File: src/rtl/trojan9_chk_pkg.sv
// Shared types and constants for the trojan9 result checker: FSM states, mode encodings,
// product indices and the term-select helper that mirrors the arithmetic core.
package trojan9_chk_pkg;

   typedef enum logic [1:0] {IDLE, MUL, CMP, RESP} state_t;

   localparam int MUL_ITERS = 9;

   localparam logic [1:0] MODE_M1 = 2'd0;
   localparam logic [1:0] MODE_M2 = 2'd1;
   localparam logic [1:0] MODE_M3 = 2'd2;
   localparam logic [1:0] MODE_M4 = 2'd3;

   localparam logic [1:0] P1 = 2'd0;
   localparam logic [1:0] P2 = 2'd1;
   localparam logic [1:0] P3 = 2'd2;
   localparam logic [1:0] P4 = 2'd3;

   // All terms wrap mod 2^16, exactly like the core's datapath.
   function automatic logic [15:0] select_term(input logic [1:0] mode,
                                               input logic [3:0][15:0] prod);
      logic [15:0] m1, m2, m3, m4;
      m1 = prod[P1];
      m2 = prod[P2] + prod[P3];
      m3 = prod[P4];
      m4 = (m1 + m2) ^ (m3 >> 2);
      case (mode)
         MODE_M1: select_term = m1;
         MODE_M2: select_term = m2;
         MODE_M3: select_term = m3;
         default: select_term = m4;
      endcase
   endfunction

endpackage

File: src/rtl/trojan9_shift_add_mul.sv
// Serial shift-add multiplier: 16-bit multiplicand x 9-bit multiplier, one multiplier bit
// per cycle LSB first; the product (mod 2^16) is valid while done pulses on the 9th cycle.
module trojan9_shift_add_mul
   import trojan9_chk_pkg::*;
(
   input  logic        clk,
   input  logic        rst,
   input  logic        start,
   input  logic [15:0] mcand,
   input  logic [8:0]  mplier,
   output logic        done,
   output logic [15:0] product
);

   logic        busy_q, busy_d;
   logic [3:0]  cnt_q, cnt_d;
   logic [15:0] acc_q, acc_d;
   logic [15:0] mcand_q, mcand_d;
   logic [8:0]  mplier_q, mplier_d;

   logic [15:0] cur_acc, cur_mcand, sum;
   logic [8:0]  cur_mplier;
   logic [3:0]  cur_cnt;
   logic        active;

   // The start cycle already consumes bit 0 straight from the ports, so nine cycles suffice.
   always_comb begin
      cur_mcand  = start ? mcand  : mcand_q;
      cur_mplier = start ? mplier : mplier_q;
      cur_acc    = start ? 16'h0000 : acc_q;
      cur_cnt    = start ? 4'd0 : cnt_q;
      active     = start | busy_q;
      sum        = cur_acc + (cur_mplier[0] ? cur_mcand : 16'h0000);

      done       = active && (cur_cnt == 4'(MUL_ITERS - 1));
      product    = sum;

      busy_d     = active && (cur_cnt != 4'(MUL_ITERS - 1));
      cnt_d      = active ? cur_cnt + 4'd1 : cnt_q;
      acc_d      = active ? sum : acc_q;
      mcand_d    = active ? cur_mcand << 1 : mcand_q;
      mplier_d   = active ? cur_mplier >> 1 : mplier_q;
   end

   always_ff @(posedge clk) begin
      if (rst) begin
         busy_q   <= 1'b0;
         cnt_q    <= 4'd0;
         acc_q    <= 16'h0000;
         mcand_q  <= 16'h0000;
         mplier_q <= 9'h000;
      end else begin
         busy_q   <= busy_d;
         cnt_q    <= cnt_d;
         acc_q    <= acc_d;
         mcand_q  <= mcand_d;
         mplier_q <= mplier_d;
      end
   end

endmodule

File: config.mk
export PLATFORM = sky130hd
export DESIGN_NAME = trojan9_shift_add_mul
export DESIGN_NICKNAME = d
export VERILOG_FILES = /design/src/rtl/trojan9_chk_pkg.sv /design/src/rtl/trojan9_shift_add_mul.sv
export SDC_FILE = /design/constraint.sdc
export NUM_CORES = 1
export LEC_CHECK = 0
export BUFFER_PORTS_ARGS = -buffer_cell sky130_fd_sc_hd__buf_2
export CELL_PAD_IN_SITES_DETAIL_PLACEMENT = 1
export CELL_PAD_IN_SITES_GLOBAL_PLACEMENT = 1
export CORE_ASPECT_RATIO = 0.9
export CORE_UTILIZATION = 25
export CTS_CLUSTER_DIAMETER = 100
export DETAILED_ROUTE_END_ITERATION = 7
export HOLD_SLACK_MARGIN = 0.02
export PLACE_DENSITY = 0.6
export SYNTH_ARGS = -nofsm -noshare
export SYNTH_HDL_FRONTEND = slang
export SYNTH_SLANG_ARGS = --single-unit
File: constraint.sdc
create_clock -name clk -period 4.4 [get_ports clk]
set_input_delay 0.22 -clock clk [delete_from_list [all_inputs] [get_ports clk]]
set_output_delay 0.22 -clock clk [all_outputs]
set_load 0.05 [all_outputs]
# ---- Word level (Yosys, flattened, before mapping)
# Index checks and enable logic that the tools add are counted.
dict set report classes {
  n_addsub 2
  n_mul 0
  div_mod_pow 0
  order_cmp 0
  eq_ne 2
  shifts 0
  mux 5
  bitwise_logic 1
  n_reduce_logical 2
}
# cell n
set ops {}
lappend ops {{16-bit 2-to-1 mux} 3}
lappend ops {{16-bit adder} 1}
lappend ops {{9-bit 2-to-1 mux} 1}
lappend ops {{4-bit by 1-bit adder with 4-bit output, second input constant} 1}
lappend ops {{4-bit == test, second input constant} 1}
lappend ops {{4-bit 2-to-1 mux} 1}
lappend ops {{4-bit != test, second input constant} 1}
lappend ops {{1-bit logical AND} 2}
lappend ops {{1-bit OR} 1}
dict set report totals {
  ff_bits 44
  latch_bits 0
  mem_bits_rw 0
  romBits 0
  in_bits 28
  output_inout_bits 17
  n_memories 0
}

# ---- Longest topological paths before layout
# Gate-level depths: netlist of the first run.
dict set report logic_depth {
  ltp_word 3
  depth_mapped 12
}

# ---- Worst setup path after synthesis of the first run
# Ideal clock, no wire load.
dict set report synth_timing {
  path_kind {in2out}
  startpoint {input port start}
  endpoint {output port product[14]}
  arrival_time_ns 3.074
  setup_slack_ns 1.106
  stages 12
  path_buffers 3
  path_cell_list {buf_6 -> buf_6 -> clkbuf_1 -> and3_1 -> ha_1 -> inv_1 -> fa_1 -> and2b_1 -> o2111ai_1 -> a211oi_1 -> nor3b_1 -> xnor2_1}
}
dict set report synth_between {
  elab_chain_len 3
  elab_cells_between_ends 5
}
# element line_no
set synth_lines {}
lappend synth_lines {{start, declared} trojan9_shift_add_mul.sv:8} ;# input logic start,
lappend synth_lines {{16-bit 2-to-1 mux or 9-bit 2-to-1 mux (tied branches)} {trojan9_shift_add_mul.sv:28, trojan9_shift_add_mul.sv:29}}
lappend synth_lines {{16-bit 2-to-1 mux} trojan9_shift_add_mul.sv:33} ;# sum = cur_acc + (cur_mplier[0] ? cur_mcand : 16'h0000);
lappend synth_lines {{16-bit adder (*)} trojan9_shift_add_mul.sv:33}
lappend synth_lines {{end, declared} trojan9_shift_add_mul.sv:12} ;# output logic [15:0] product
# Every way passes the cells marked *; elsewhere a longest branch is shown, timed or not.

# ---- Worst setup path in the final report of the first run
dict set report layout_timing {
  startpoint {input port start}
  endpoint {output port product[12]}
}
# The elaborated chain is that of the path after synthesis.

==> results of run 1 <==
[flip-flops by register name (all words and copies together), names as in the netlist]
name,cells
acc_q,16
mcand_q,15
mplier_q,8
cnt_q,4
busy_q,1
[kinds of logic (layout without fill, tap and decap cells)]
kind of cell / count (synthesis) / count (layout)
xor gates and xnor gates: 14 / 14
muxes: 37 / 37
AOI/OAI and AO/OA: 93 / 93
adders and majority gates: 18 / 18
and+or+nand+nor: 161 / 161
DFF: 44 / 44
buffers and inverters: 35 / 66
[through the flow]
step | total power, mW | area, µm²
CTS | 1.15 | 3650
finish | 1.14 | 3650
detailed placement | 0.694 | 3480
global placement | 0.689 | 3480
global route | 1.19 | 3650
floorplan | 0.627 | 3160
[layout by cell type (no fill, tap or decap), drive strengths merged, types with 6 or more instances in the layout]
| master | instances |
|---|---|
| a21oi | 46 |
| buf | 49 |
| dfxtp | 44 |
| ha | 17 |
| nand2 | 32 |
| nor2b | 15 |
| and3 | 6 |
| inv | 10 |
| o21ai | 8 |
| a21o | 12 |
| xnor2 | 10 |
| nor3 | 6 |
| nor2 | 75 |
| mux2i | 36 |
[critical path, stage by stage]
cell	delay, ns
buf_2	0.36
buf_4	0.30
mux2i_1	0.22
nor2_1	0.06
ha_1	0.34
and2b_1	0.22
o2111a_1	0.25
o21ai_0	0.49
o211a_1	0.25
xnor2_1	0.11
buf_2	0.28
[synth_stat cells (all sizes together) (3+ instances only)]
master / n / area (µm²)
nor2: 75 / 282
a21oi: 46 / 234
dfxtp: 44 / 881
mux2i: 36 / 360
nand2: 32 / 120
ha: 17 / 213
clkbuf: 16 / 61.3
nor2b: 15 / 93.8
a21o: 12 / 90.1
buf: 10 / 83.8
xnor2: 10 / 87.6
inv: 9 / 33.8
o21ai: 8 / 40.0
and3: 6 / 38.8
nor3: 6 / 30.0
a211oi: 5 / 42.5
nand2b: 5 / 31.3
nand3: 5 / 25.0
nand4: 4 / 25.0
xor2: 4 / 35.0
nor3b: 3 / 22.5
o2111ai: 3 / 26.3
o211ai: 3 / 32.5
o21a: 3 / 22.5
[layer usage]
metal	global-route usage	share of wire
met5	0	0
met4	0.0335	0.011
met3	0.0211	0.030
met2	0.225	0.42
met1	0.212	0.54
[final timing paths]
kind	startpoint	to
worst max register to register	mplier_q[0]$_SDFFE_PP0P_	acc_q[10]$_SDFFE_PP0P_
worst min register to register	acc_q[2]$_SDFFE_PP0P_	acc_q[2]$_SDFFE_PP0P_
worst min-delay path	mplier[3]	mplier_q[2]$_SDFFE_PP0P_
worst max-delay path	start	product[12]
[final cells by class]
class                      count  area share
multi-input combinational    323       0.574
sequential                    44       0.241
timing repair buffer          49      0.0740
tap                          160      0.0548
clock buffer                   5      0.0342
clock inverter                 3      0.0127
inverter                       9     0.00925
[report_power, final]
part	leakage, nW	internal, mW	switching, mW
Clock	0.0804	0.271	0.182
Combinational	1.19	0.0840	0.161
Sequential	0.361	0.420	0.0182
==> run_results.csv, run 1 <==
group,metric,value,unit
route,vias_per_cell,4.88,
die,design.core.area,12200,µm²
cells_and_area,n_antenna_cell,0,
die,rows,38,
worst_setup_path,ff2ff_setup_slack,1.80,ns
synth,syn_area_per_cell,7.85,µm²
route,first_iter_violations,125,
worst_setup_path,reg2reg_depth,9,
sta,finalSetupTns,0,ns
cells_and_area,seqCellArea,881,µm²
sta,layout_min_cycle_time,3.34,ns
die,io-pin-count,45,
synth,yosys.area_share.simple,0.235,
sta,clock_skew,0.00424,ns
global_route,antenna_found_initial,0,
sta,rsz0062_at_grt,"false",
clock_tree,hold_buffers,0,
sta,finalWorstSetupSlack,1.06,ns
route,avgRoutedWirePerCell,15.8,µm
synth,synth-seq-cells,44,
place,dp_hpwl,7110,µm
synth,synth.distinct_cells,53,
worst_setup_path,cp_max_fo,20,
worst_hold_path,min_path_cells,3,
place,gp_congestion,0.790,
synth,synth_nets,448,
synth,yosys_warnings,0,
synth,synth_top_family_by_area,"simple AND/OR/NAND/NOR gates",
worst_setup_path,cp-start-kind,"input pin",
cells_and_area,layout.nets,478,
pwr,powerDensity,311,nW/µm²
sta,clock.fmax,299,MHz
worst_setup_path,cp.required,4.18,ns
global_route,grt_pass1_wl,14900,µm
route,ant_nets,0,
clock_tree,h-tree-depth,2,
cells_and_area,fillers,1503,
place,port_buffers,44,
route,vias,2895,
die,start_util,0.259,
die,dieArea,13100,µm²
sta,min_period_over_period,0.760,
route,drc,0,
clock_tree,numCtsBuffers,5,
sta,timing.final.max_slew_violations,0,
status,status,"complete, no violations",
clock_tree,root_buffer,"clkbuf_16",
place,place_inst,585,
cells_and_area,instances_no_fill,593,
worst_setup_path,arrival,3.12,ns
synth,synthFlopType,"dfxtp_1",
die,die_x,120,µm
global_route,grt_max_degree,55,
clock_tree,clk_pin_slew,0.07,ns
worst_setup_path,end_kind,"primary output",
synth,syn_inst,402,
clock_tree,cts_resized,0,
global_route,grt_pass1_vias,2849,
worst_hold_path,hp-class,"input pin to register",
synth,async_flop_share,0,
cells_and_area,area.growth.synth_to_final,15.7,%
route,firstDrtPassIters,4,
cells_and_area,multi_input_area,2100,µm²
clock_tree,clk_latency,0.29,ns
clock_tree,cts_tree,"yes",
die,die_y,109,µm
pwr,leakagePower,1.64,nW
sta,hold_slack,0.166,ns
sta,relSlewSlack,0.417,
sta,tightestPinTransition,0.874,ns
synth,synth_edf_count,0,
sta,final_hold_viol_count,0,
synth,ys_seq_area_frac,0.279,
run,cap_violations,0,
synth,synth_area,3160,µm²
cells_and_area,fin_util,0.300,
synth,synth-compound-area-share,0.199,
pwr,ir_drop,0.136,mV
synth,yosys.area_share.adder,0.0737,
worst_setup_path,worstSetupPathType,"input pin to primary output",
synth,synthXorXnorAreaFrac,0.0388,
route,drt_wl_total,9390,µm
sta,setup_viol,0,
cells_and_area,drive_gt1_frac,0.159,
synth,synth.area.mux_share,0.118,
place,post-place-ws,1.05,ns
clock_tree,cts_sinks,44,
global_route,grt_overflow,0,
global_route,grt.total_usage,0.146,
clock_tree,clock_path_buffers,2,
clock_tree,post_cts.repair.setup_buffers,0,
No activity file was read; power rests on OpenSTA's default activity.
==> run 2: changes to the inputs <==
Settings changed: PLACE_DENSITY 0.6 to 0.62.
Clock period 4.4 ns to 3 ns, I/O delays scaled along.
==> run_results.csv, run 2 (synthesis gave the netlist of run 1 again) <==
group,metric,value,unit
status,status,"complete, no violations",
route,firstDrtPassIters,4,
route,vias,3008,
cells_and_area,n_antenna_cell,0,
pwr,p_seq_frac,0.373,
sta,min_period_over_period,0.954,
die,dieArea,13100,µm²
route,avgRoutedWirePerCell,15.7,µm
clock_tree,numCtsBuffers,5,
sta,layout_min_cycle_time,2.86,ns
clock_tree,cts_sinks,44,
sta,relSlewSlack,0.667,
sta,finalSetupTns,0,ns
sta,final_hold_viol_count,0,
place,gp_congestion,0.851,
sta,rsz0062_at_grt,"true",
worst_setup_path,cp-start-kind,"register",
die,die_y,109,µm
cells_and_area,mostFrequentLayoutCell,"nor2_1",
sta,clock_skew,0.00784,ns
route,ant_nets,0,
global_route,grt.total_usage,0.152,
cells_and_area,area.growth.synth_to_final,24.7,%
place,dpl_cell_area,3650,µm²
pwr,internal_power,1.18,mW
die,die_x,120,µm
cells_and_area,layout.nets,496,
sta,clock.fmax,349,MHz
clock_tree,cts_tree,"yes",
worst_setup_path,cp.required,2.85,ns
die,start_util,0.259,
worst_setup_path,arrival,2.71,ns
route,vias_per_cell,4.92,
global_route,antenna_found_initial,0,
cells_and_area,final_area,3940,µm²
pwr,ir_drop,0.208,mV
run,cap_violations,0,
route,first_iter_violations,79,
pwr,clockPowerShare,0.396,
cells_and_area,final_cell_mix,"nor2_1 (75), dfxtp_1 (44), a21oi_1 (43), buf_2 (36), mux2i_1 (35)",
clock_tree,clk_pin_slew,0.07,ns
pwr,p_total,1.71,mW
pwr,leakagePower,1.77,nW
die,design.core.area,12200,µm²
global_route,grt_pass1_vias,3106,
clock_tree,h-tree-depth,2,
clock_tree,clock_path_buffers,2,
cells_and_area,largest_register_ffs,16,
cells_and_area,drive_gt1_frac,0.228,
cells_and_area,largestRegisters,"acc_q (16), mcand_q (15), mplier_q (8)",
clock_tree,clk_latency,0.30,ns
cells_and_area,top_register,"acc_q",
global_route,grt_pass1_wl,15500,µm
worst_setup_path,end_kind,"primary output",
die,rows,38,
place,port_buffers,44,
sta,setup_viol,0,
global_route,grt_overflow,0,
die,io-pin-count,45,
place,dp_hpwl,7360,µm
clock_tree,post_cts.repair.setup_buffers,0,
pwr,p_comb_frac,0.231,
pwr,netSwitchingFraction,0.309,
global_route,grt_max_degree,50,
sta,tightestPinTransition,0.498,ns
sta,timing.final.max_slew_violations,0,
route,drc,0,
pwr,p_sw,0.528,mW
worst_setup_path,cp_max_fo,3,
worst_setup_path,worstSetupPathType,"register to primary output",
worst_hold_path,hp-class,"input pin to register",
pwr,powerDensity,434,nW/µm²
clock_tree,root_buffer,"clkbuf_16",
route,drt_wl_total,9590,µm
run 2: cell types whose count changed in the layout (fill, tap and decap cells not counted), sizes merged:
cell / change
clkbuf: +2
clkinvlp: -1
buf: +17
clkinv: +1
inv: -1
run 2: area by class of cell:
type | instances | area, µm²
clock buffers | 6 | 139
clock inverters | 2 | 38.8
inverters | 9 | 33.8
well taps | 160 | 200
fillers | 1516 | 8240
multi-input cells | 323 | 2210
flip-flops and latches | 44 | 881
repair buffers | 67 | 433
run 2: metrics by stage:
stage / util / instances / setup slack [ns] / hold WS [ns]
2_1_floorplan: - / 402 / 0.00334 / 0.293
3_3_place_gp: 0.300 / 603 / 0.0697 / 0.390
3_5_place_dp: 0.300 / 603 / 0.00477 / 0.394
4_1_cts: 0.318 / 611 / 0.0180 / 0.0813
5_1_grt: 0.323 / 611 / -0.0136 / 0.0967
6_report: 0.323 / 611 / 0.138 / 0.0857
run 2: final timing paths:
path                             from                       end  slack (ns)  cells past startpoint
min                         mplier[6]  mplier_q[5]$_SDFFE_PP0P_        0.09                      3
max             acc_q[0]$_SDFFE_PP0P_               product[14]        0.14                     10
max reg2reg  mplier_q[0]$_SDFFE_PP0P_     acc_q[9]$_SDFFE_PP0P_        0.56                     10
min reg2reg     acc_q[3]$_SDFFE_PP0P_     acc_q[3]$_SDFFE_PP0P_        0.45                      2
run 2: routing by layer:
| metal | GRT usage | part of all wire | vias to the layer above |
|---|---|---|---|
| met5 | 0 | 0 | - |
| met4 | 0.0344 | 0.0079 | 0 |
| met3 | 0.0295 | 0.042 | 8 |
| met2 | 0.261 | 0.48 | 47 |
| met1 | 0.197 | 0.47 | 1456 |
| li1 | - | - | 1497 |
run 2: power by group through the flow:
stage / logic [mW] / clock network, mW / registers, mW
after global routing: 0.431 / 0.725 / 0.642
after global placement: 0.378 / 0 / 0.650
after CTS: 0.393 / 0.701 / 0.638
after floorplan: 0.283 / 0 / 0.643
after detailed placement: 0.385 / 0 / 0.651
final: 0.396 / 0.677 / 0.638
run 2: worst max-delay path, stage by stage (launching register included):
cell and delay [ns]:
dfxtp_1 0.34, nor2b_1 0.15, ha_2 0.24, inv_1 0.07, fa_1 0.40, and2b_2 0.27, o2111ai_2 0.17, a211oi_2 0.36
nor3b_2 0.10, xnor2_2 0.14, buf_6 0.17
run 2: what timing repair did:
action                                 4_1_cts  5_1_grt
gates resized for setup                     11       16
pin swaps                                    1        2
hold buffers                                 0        0
endpoints found under the hold margin        0        0
setup endpoints to repair                    7        9
